`src/rtl/subroutine_op_scheduler_pkg.sv`:
```
`default_nettype none
// +----------------------------------------------------------------------+
// | Package : subroutine_sched_pkg                                       |
// | Shared types for the add/multiply subroutine scheduler.              |
// | Revision: 1.0                                                        |
// +----------------------------------------------------------------------+
package subroutine_sched_pkg;

    typedef enum logic {
        OP_ADD = 1'b0,
        OP_MUL = 1'b1
    } op_e;

    typedef enum logic [1:0] {
        IDLE = 2'd0,
        EXEC = 2'd1,
        RESP = 2'd2
    } state_e;

    localparam int DEFAULT_DATA_W = 32;

endpackage : subroutine_sched_pkg
`default_nettype wire

```
`src/rtl/subroutine_op_scheduler_if.sv`:
```
`default_nettype none
// +----------------------------------------------------------------------+
// | Interface : subroutine_op_scheduler_if                               |
// | Request/response bundle between callers and the scheduler.          |
// | Revision  : 1.0                                                      |
// +----------------------------------------------------------------------+
interface subroutine_op_scheduler_if #(
    parameter int NUM_REQ = 4,
    parameter int DATA_W  = 32
);
    localparam int c_id_w = $clog2(NUM_REQ);

    logic [NUM_REQ-1:0]        req_valid;
    logic [NUM_REQ-1:0]        req_ready;
    logic [NUM_REQ-1:0]        req_op;
    logic [NUM_REQ*DATA_W-1:0] req_a;
    logic [NUM_REQ*DATA_W-1:0] req_b;
    logic                      rsp_valid;
    logic                      rsp_ready;
    logic [DATA_W-1:0]         rsp_data;
    logic [c_id_w-1:0]         rsp_id;

    modport master (
        output req_valid, req_op, req_a, req_b, rsp_ready,
        input  req_ready, rsp_valid, rsp_data, rsp_id
    );

    modport slave (
        input  req_valid, req_op, req_a, req_b, rsp_ready,
        output req_ready, rsp_valid, rsp_data, rsp_id
    );

endinterface : subroutine_op_scheduler_if
`default_nettype wire

```
`src/rtl/subroutine_op_scheduler_rr_arbiter.sv`:
```
`default_nettype none
// +----------------------------------------------------------------------+
// | Module  : rr_arbiter                                                 |
// | Combinational round-robin pick: first request at or after ptr.       |
// | Revision: 1.0                                                        |
// +----------------------------------------------------------------------+
module rr_arbiter
    import subroutine_sched_pkg::*;
#(
    parameter int N = 4
) (
    input  logic [N-1:0]         req,
    input  logic [$clog2(N)-1:0] ptr,
    output logic [N-1:0]         gnt,
    output logic [$clog2(N)-1:0] gnt_idx,
    output logic                 any_gnt
);
    localparam int c_idx_w = $clog2(N);

    logic [c_idx_w:0]   w_sum;
    logic [c_idx_w-1:0] w_idx;

    // Scan offsets 0..N-1 from ptr; the extra sum bit lets N be a non-power of two.
    always_comb begin
        gnt     = '0;
        gnt_idx = '0;
        any_gnt = 1'b0;
        w_sum   = '0;
        w_idx   = '0;
        for (int off = 0; off < N; off++) begin
            w_sum = {1'b0, ptr} + (c_idx_w+1)'(off);
            if (w_sum >= (c_idx_w+1)'(N)) begin
                w_sum = w_sum - (c_idx_w+1)'(N);
            end
            w_idx = w_sum[c_idx_w-1:0];
            if (!any_gnt && req[w_idx]) begin
                gnt[w_idx] = 1'b1;
                gnt_idx    = w_idx;
                any_gnt    = 1'b1;
            end
        end
    end

endmodule : rr_arbiter
`default_nettype wire

```
`src/rtl/subroutine_op_scheduler.sv`:
```
`default_nettype none
// +----------------------------------------------------------------------+
// | Module  : subroutine_op_scheduler                                    |
// | Shares one add/multiply datapath among NUM_REQ round-robin callers.  |
// | Revision: 1.0                                                        |
// +----------------------------------------------------------------------+
module subroutine_op_scheduler
    import subroutine_sched_pkg::*;
#(
    parameter int NUM_REQ     = 4,
    parameter int MUL_LATENCY = 3,
    parameter int DATA_W      = DEFAULT_DATA_W
) (
    input  wire logic                 clk,
    input  wire logic                 rst,
    subroutine_op_scheduler_if.slave  bus
);
    localparam int c_id_w  = $clog2(NUM_REQ);
    localparam int c_cnt_w = $clog2(MUL_LATENCY + 1);

    state_e                    r_state;
    logic [c_id_w-1:0]         r_rr_ptr;
    logic [c_id_w-1:0]         r_id;
    op_e                       r_op;
    logic signed [DATA_W-1:0]  r_a;
    logic signed [DATA_W-1:0]  r_b;
    logic signed [DATA_W-1:0]  r_result;
    logic [c_cnt_w-1:0]        r_cnt;
    logic                      r_rsp_valid;

    logic [NUM_REQ-1:0]        w_gnt;
    logic [c_id_w-1:0]         w_gnt_idx;
    logic                      w_any_gnt;
    logic                      w_idle;
    logic                      w_accept;
    logic [c_id_w-1:0]         w_next_ptr;
    op_e                       w_sel_op;
    logic signed [DATA_W-1:0]  w_sel_a;
    logic signed [DATA_W-1:0]  w_sel_b;
    logic signed [DATA_W-1:0]  w_add_now;
    logic signed [DATA_W-1:0]  w_mul_now;
    logic signed [DATA_W-1:0]  w_exec_result;

    rr_arbiter #(
        .N       (NUM_REQ)
    ) u_arbiter (
        .req     (bus.req_valid),
        .ptr     (r_rr_ptr),
        .gnt     (w_gnt),
        .gnt_idx (w_gnt_idx),
        .any_gnt (w_any_gnt)
    );

    // Grants are withheld during reset so req_ready reads zero while rst is high.
    assign w_idle        = (r_state == IDLE) && !rst;
    assign w_accept      = w_idle && w_any_gnt;
    assign bus.req_ready = w_idle ? w_gnt : '0;
    assign w_next_ptr    = (w_gnt_idx == c_id_w'(NUM_REQ - 1)) ? '0 : w_gnt_idx + 1'b1;
    assign w_sel_op      = op_e'(bus.req_op[w_gnt_idx]);

    always_comb begin
        w_sel_a = '0;
        w_sel_b = '0;
        for (int i = 0; i < NUM_REQ; i++) begin
            if (w_gnt[i]) begin
                w_sel_a = bus.req_a[i*DATA_W +: DATA_W];
                w_sel_b = bus.req_b[i*DATA_W +: DATA_W];
            end
        end
    end

    assign w_add_now     = w_sel_a + w_sel_b;
    assign w_mul_now     = w_sel_a * w_sel_b;
    assign w_exec_result = (r_op == OP_MUL) ? (r_a * r_b) : (r_a + r_b);

    always_ff @(posedge clk) begin
        if (rst) begin
            r_state     <= IDLE;
            r_rr_ptr    <= '0;
            r_id        <= '0;
            r_op        <= OP_ADD;
            r_a         <= '0;
            r_b         <= '0;
            r_result    <= '0;
            r_cnt       <= '0;
            r_rsp_valid <= 1'b0;
        end else begin
            case (r_state)
                IDLE: begin
                    if (w_accept) begin
                        r_op     <= w_sel_op;
                        r_a      <= w_sel_a;
                        r_b      <= w_sel_b;
                        r_id     <= w_gnt_idx;
                        r_rr_ptr <= w_next_ptr;
                        if (w_sel_op == OP_ADD) begin
                            r_result    <= w_add_now;
                            r_rsp_valid <= 1'b1;
                            r_state     <= RESP;
                        end else if (MUL_LATENCY == 1) begin
                            r_result    <= w_mul_now;
                            r_rsp_valid <= 1'b1;
                            r_state     <= RESP;
                        end else begin
                            r_cnt   <= c_cnt_w'(MUL_LATENCY - 1);
                            r_state <= EXEC;
                        end
                    end
                end
                EXEC: begin
                    // Leaving on the count of one lands rsp_valid exactly MUL_LATENCY cycles after accept.
                    if (r_cnt <= c_cnt_w'(1)) begin
                        r_cnt       <= '0;
                        r_result    <= w_exec_result;
                        r_rsp_valid <= 1'b1;
                        r_state     <= RESP;
                    end else begin
                        r_cnt <= r_cnt - 1'b1;
                    end
                end
                RESP: begin
                    if (bus.rsp_ready) begin
                        r_rsp_valid <= 1'b0;
                        r_state     <= IDLE;
                    end
                end
                default: begin
                    r_rsp_valid <= 1'b0;
                    r_state     <= IDLE;
                end
            endcase
        end
    end

    assign bus.rsp_valid = r_rsp_valid;
    assign bus.rsp_data  = r_result;
    assign bus.rsp_id    = r_id;

endmodule : subroutine_op_scheduler
`default_nettype wire

```
`src/flat_wrapper.sv`:
```
// flat-port wrapper written by rule: the top's interface ports become plain ports
module subroutine_op_scheduler_flat import subroutine_sched_pkg::*;
#(
    parameter int NUM_REQ     = 4,
    parameter int MUL_LATENCY = 3,
    parameter int DATA_W      = DEFAULT_DATA_W
)
  (clk, rst, bus_req_valid, bus_req_op, bus_req_a, bus_req_b, bus_rsp_ready, bus_req_ready, bus_rsp_valid, bus_rsp_data, bus_rsp_id);
  subroutine_op_scheduler_if #(.NUM_REQ(NUM_REQ), .DATA_W(DATA_W)) bus_i ();
  input  wire logic clk;
  input  wire logic rst;
  input wire logic [$bits(bus_i.req_valid)-1:0] bus_req_valid;
  input wire logic [$bits(bus_i.req_op)-1:0] bus_req_op;
  input wire logic [$bits(bus_i.req_a)-1:0] bus_req_a;
  input wire logic [$bits(bus_i.req_b)-1:0] bus_req_b;
  input wire logic [$bits(bus_i.rsp_ready)-1:0] bus_rsp_ready;
  output wire logic [$bits(bus_i.req_ready)-1:0] bus_req_ready;
  output wire logic [$bits(bus_i.rsp_valid)-1:0] bus_rsp_valid;
  output wire logic [$bits(bus_i.rsp_data)-1:0] bus_rsp_data;
  output wire logic [$bits(bus_i.rsp_id)-1:0] bus_rsp_id;
  assign bus_i.req_valid = bus_req_valid;
  assign bus_i.req_op = bus_req_op;
  assign bus_i.req_a = bus_req_a;
  assign bus_i.req_b = bus_req_b;
  assign bus_i.rsp_ready = bus_rsp_ready;
  assign bus_req_ready = bus_i.req_ready;
  assign bus_rsp_valid = bus_i.rsp_valid;
  assign bus_rsp_data = bus_i.rsp_data;
  assign bus_rsp_id = bus_i.rsp_id;
  subroutine_op_scheduler #(.NUM_REQ(NUM_REQ), .MUL_LATENCY(MUL_LATENCY), .DATA_W(DATA_W)) u_core (.clk(clk), .rst(rst), .bus(bus_i));
endmodule
```
`config.mk`:
```
export PLATFORM = sky130hd
export DESIGN_NAME = subroutine_op_scheduler_flat
export DESIGN_NICKNAME = d
export VERILOG_FILES = /design/src/rtl/subroutine_op_scheduler_pkg.sv /design/src/rtl/subroutine_op_scheduler_if.sv /design/src/rtl/subroutine_op_scheduler_rr_arbiter.sv /design/src/rtl/subroutine_op_scheduler.sv /design/src/flat_wrapper.sv
export SDC_FILE = /design/constraint.sdc
export NUM_CORES = 2
export LEC_CHECK = 0
export ABC_CLOCK_PERIOD_IN_PS = 8100
export CORE_UTILIZATION = 40
export DETAILED_ROUTE_END_ITERATION = 7
export GPL_TIMING_DRIVEN = 0
export SLEW_MARGIN = 10
export SYNTH_ARGS = -nofsm -noshare
export SYNTH_HDL_FRONTEND = slang
export SYNTH_SLANG_ARGS = --single-unit
```
`constraint.sdc`:
```
create_clock -name clk -period 8.1 [get_ports clk]
set_input_delay 2.43 -clock clk [delete_from_list [all_inputs] [get_ports clk]]
set_output_delay 2.43 -clock clk [all_outputs]
set_load 0.01 [all_outputs]
```
==> flow_summary.json <==
{
  "status": "finished clean",
  "layout.nets": 4323,
  "grtUsageMet1": 0.386,
  "final_common_cell": "inv_1",
  "finalClockSkew_ns": 0.0171,
  "synth_warnings": 0,
  "final_cell_mix": "inv_1, nand2_1, fa_1",
  "drt_wl_total_um": 104000,
  "postSynthAreaPerCell_um2": 8.26,
  "ys_async_sr_fraction": 0,
  "post-place-ws_ns": -1.51,
  "syn-instance-count": 3103,
  "dp_hpwl_um": 87700,
  "cts_tree": "yes",
  "portBuffers": 305,
  "grt_max_degree": 21,
  "grt_pass1_wl_um": 154000,
  "regArea_mm2": 0.00216,
  "hold_class": "register to register",
  "viasPerCell": 5.53,
  "hold_viol": 0,
  "cts_made_buffers": 9,
  "setup-violations-final": 0,
  "clock-sinks": 106,
  "synth_fp_nets": 3998,
  "antenna_left": 0,
  "clkSlewWorstSetupHoldPaths_ns": 0.08,
  "period_share": 0.985,
  "ys_types": 65,
  "cts_hold_buffers": 0,
  "yosys.area_share.xor_xnor": 0.0472,
  "first_pass_iters": 6,
  "cts_max_level": 3,
  "overflow": 0,
  "root_buffer": "clkbuf_16",
  "grt_pass1_vias": 24500,
  "start_util": 0.406,
  "synth_top_family_by_area": "adder cells",
  "synth-compound-area-share": 0.144,
  "io_pins": 306,
  "critPathKind": "primary input to primary output",
  "tightest_slew_ns": 1.19,
  "worst_slack_ns": 0.123,
  "remaining_drc_errors": 0,
  "fmax_mhz": 125,
  "arrival_ns": 5.55,
  "grt_use_met3": 0.0554,
  "die_x_um": 255,
  "vias": 23700,
  "rows": 92,
  "cap_violations": 0,
  "synthMuxAreaShare": 0.00708,
  "synth_edf_count": 0,
  "n_fill_cell": 6306,
  "period_needed_ns": 7.98,
  "die_area_mm2": 0.0651,
  "crit_fanout": 10,
  "required_ns": 5.67,
  "worstSkewPairLatency_ns": 0.38,
  "start_kind": "primary input",
  "synthTopCellsByArea": "fa_1, ha_1, and2_1",
  "place.gp.congestion": 0.989,
  "synth.top_cell.area_share": 0.320,
  "ys_ff_latch": 106,
  "endpoint_kind": "primary output",
  "grt_use_total": 0.325,
  "drive_gt1_frac": 0.0583,
  "synthAdderAreaFrac": 0.427,
  "tns_ns": 0,
  "die_y_um": 255,
  "synth_flop_cell": "dfxtp_1",
  "antenna_found_initial": 8,
  "multi_input_area_mm2": 0.0214,
  "avgRoutedWirePerCell_um": 24.3,
  "dp.cells": 4254,
  "syn_to_final_growth_pct": 19.6,
  "first_iter_violations": 1808,
  "yosys.area.top_type": "fa_1",
  "fp.coreArea_mm2": 0.0632,
  "ys_seq_area_frac": 0.0828,
  "synth-simple-area-share": 0.200,
  "grt_use_met2": 0.544,
  "grt_busiest_layer": "met2",
  "relSlewSlack": 0.203,
  "clockBufferDepth": 2,
  "synthesis.area_mm2": 0.0256,
  "fin_cells": 4283,
  "maxSlewViolCount": 0
}
metal layers:
layer	vias to the layer above	routed length, um
met5	-	44
met4	8	7330
met3	276	7870
met2	1077	49300
met1	11700	39500
li1	10600	-
critical path, stage by stage:
cell             delay [ns]
clkdlybuf4s50_1        0.47
clkbuf_4               0.19
or3b_1                 0.35
a2111o_1               0.41
nand2_2                0.16
a221o_1                0.27
buf_6                  0.18
buf_6                  0.18
buf_4                  0.19
nor2b_1                0.14
clkdlybuf4s50_1        0.55
metrics by stage:
| step | area, um2 | util | hold slack, ns |
|---|---|---|---|
| floorplan | 25600 | - | 0.454 |
| CTS | 30300 | 0.480 | 0.459 |
| global placement | 29700 | 0.471 | 0.442 |
| detailed placement | 29700 | 0.471 | 0.446 |
| global route | 30600 | 0.485 | 0.468 |
| finish | 30600 | 0.485 | 0.458 |
worst paths after layout:
| kind | from | endpoint | slack, ns | cells past startpoint |
|---|---|---|---|---|
| setup / recovery | bus_req_valid[2] | bus_req_ready[3] | 0.12 | 11 |
| setup reg to reg | u_core.r_a[11]$_SDFFE_PP0P_ | u_core.bus.rsp_data[31]$_SDFFE_PP0P_ | 0.16 | 26 |
| hold reg to reg | u_core.bus.rsp_data[23]$_SDFFE_PP0P_ | u_core.bus.rsp_data[23]$_SDFFE_PP0P_ | 0.46 | 2 |
| hold / removal | u_core.bus.rsp_data[23]$_SDFFE_PP0P_ | u_core.bus.rsp_data[23]$_SDFFE_PP0P_ | 0.46 | 2 |
cells in the mapped netlist, types with 8 or more instances:
master / n
a211oi_1: 25
a21o_1: 43
a21oi_1: 157
a221oi_1: 69
a31oi_1: 9
and2_1: 353
and3_1: 9
buf_1: 10
buf_2: 11
clkbuf_1: 166
dfxtp_1: 106
fa_1: 410
ha_1: 218
inv_1: 443
mux2i_1: 8
nand2_1: 424
nand2b_1: 19
nand3_1: 12
nand4_1: 9
nor2_1: 144
nor2b_1: 15
nor3_1: 36
o211ai_1: 25
o21a_1: 16
o21ai_0: 47
o21bai_1: 11
o22ai_1: 8
o31ai_1: 65
xnor2_1: 106
xor2_1: 32
sequential cells by signal, summed over array words and instances, names as in the netlist, 2 cells and up:
register / flops
u_core.r_cnt: 2
u_core.bus.rsp_id: 2
u_core.r_b: 32
u_core.r_a: 32
u_core.r_state: 2
u_core.r_rr_ptr: 2
u_core.bus.rsp_data: 32
final cells by class:
class / instances / share of cell area
repair buffers: 315 / 0.102
well taps: 846 / 0.0345
inverters: 443 / 0.0543
clock buffers: 9 / 0.00735
diodes: 4 / 0.000327
clock inverters: 7 / 0.00216
multi-input cells: 2367 / 0.699
flip-flops and latches: 106 / 0.0704
plain buffers: 186 / 0.0291
logic make-up (layout without fill, tap and decap cells):
| family | after synthesis | after routing |
|---|---|---|
| and+or+nand+nor | 1050 | 1050 |
| buffers and inverters | 630 | 960 |
| adders and majority gates | 628 | 628 |
| AOI/OAI and AO/OA | 537 | 537 |
| xor gates and xnor gates | 138 | 138 |
| DFF | 106 | 106 |
| muxes | 14 | 14 |
| other | 0 | 4 |
timing repair:
action,4_1_cts,5_1_grt
endpoints found under the hold margin,0,0
pin swaps,4,7
resized for setup,103,136
setup endpoints to repair,20,16
setup buffers,6,4
Power is left out: the tool's default activity adds up to more than one toggle a clock period on the data nets, which glitch-free logic cannot reach.
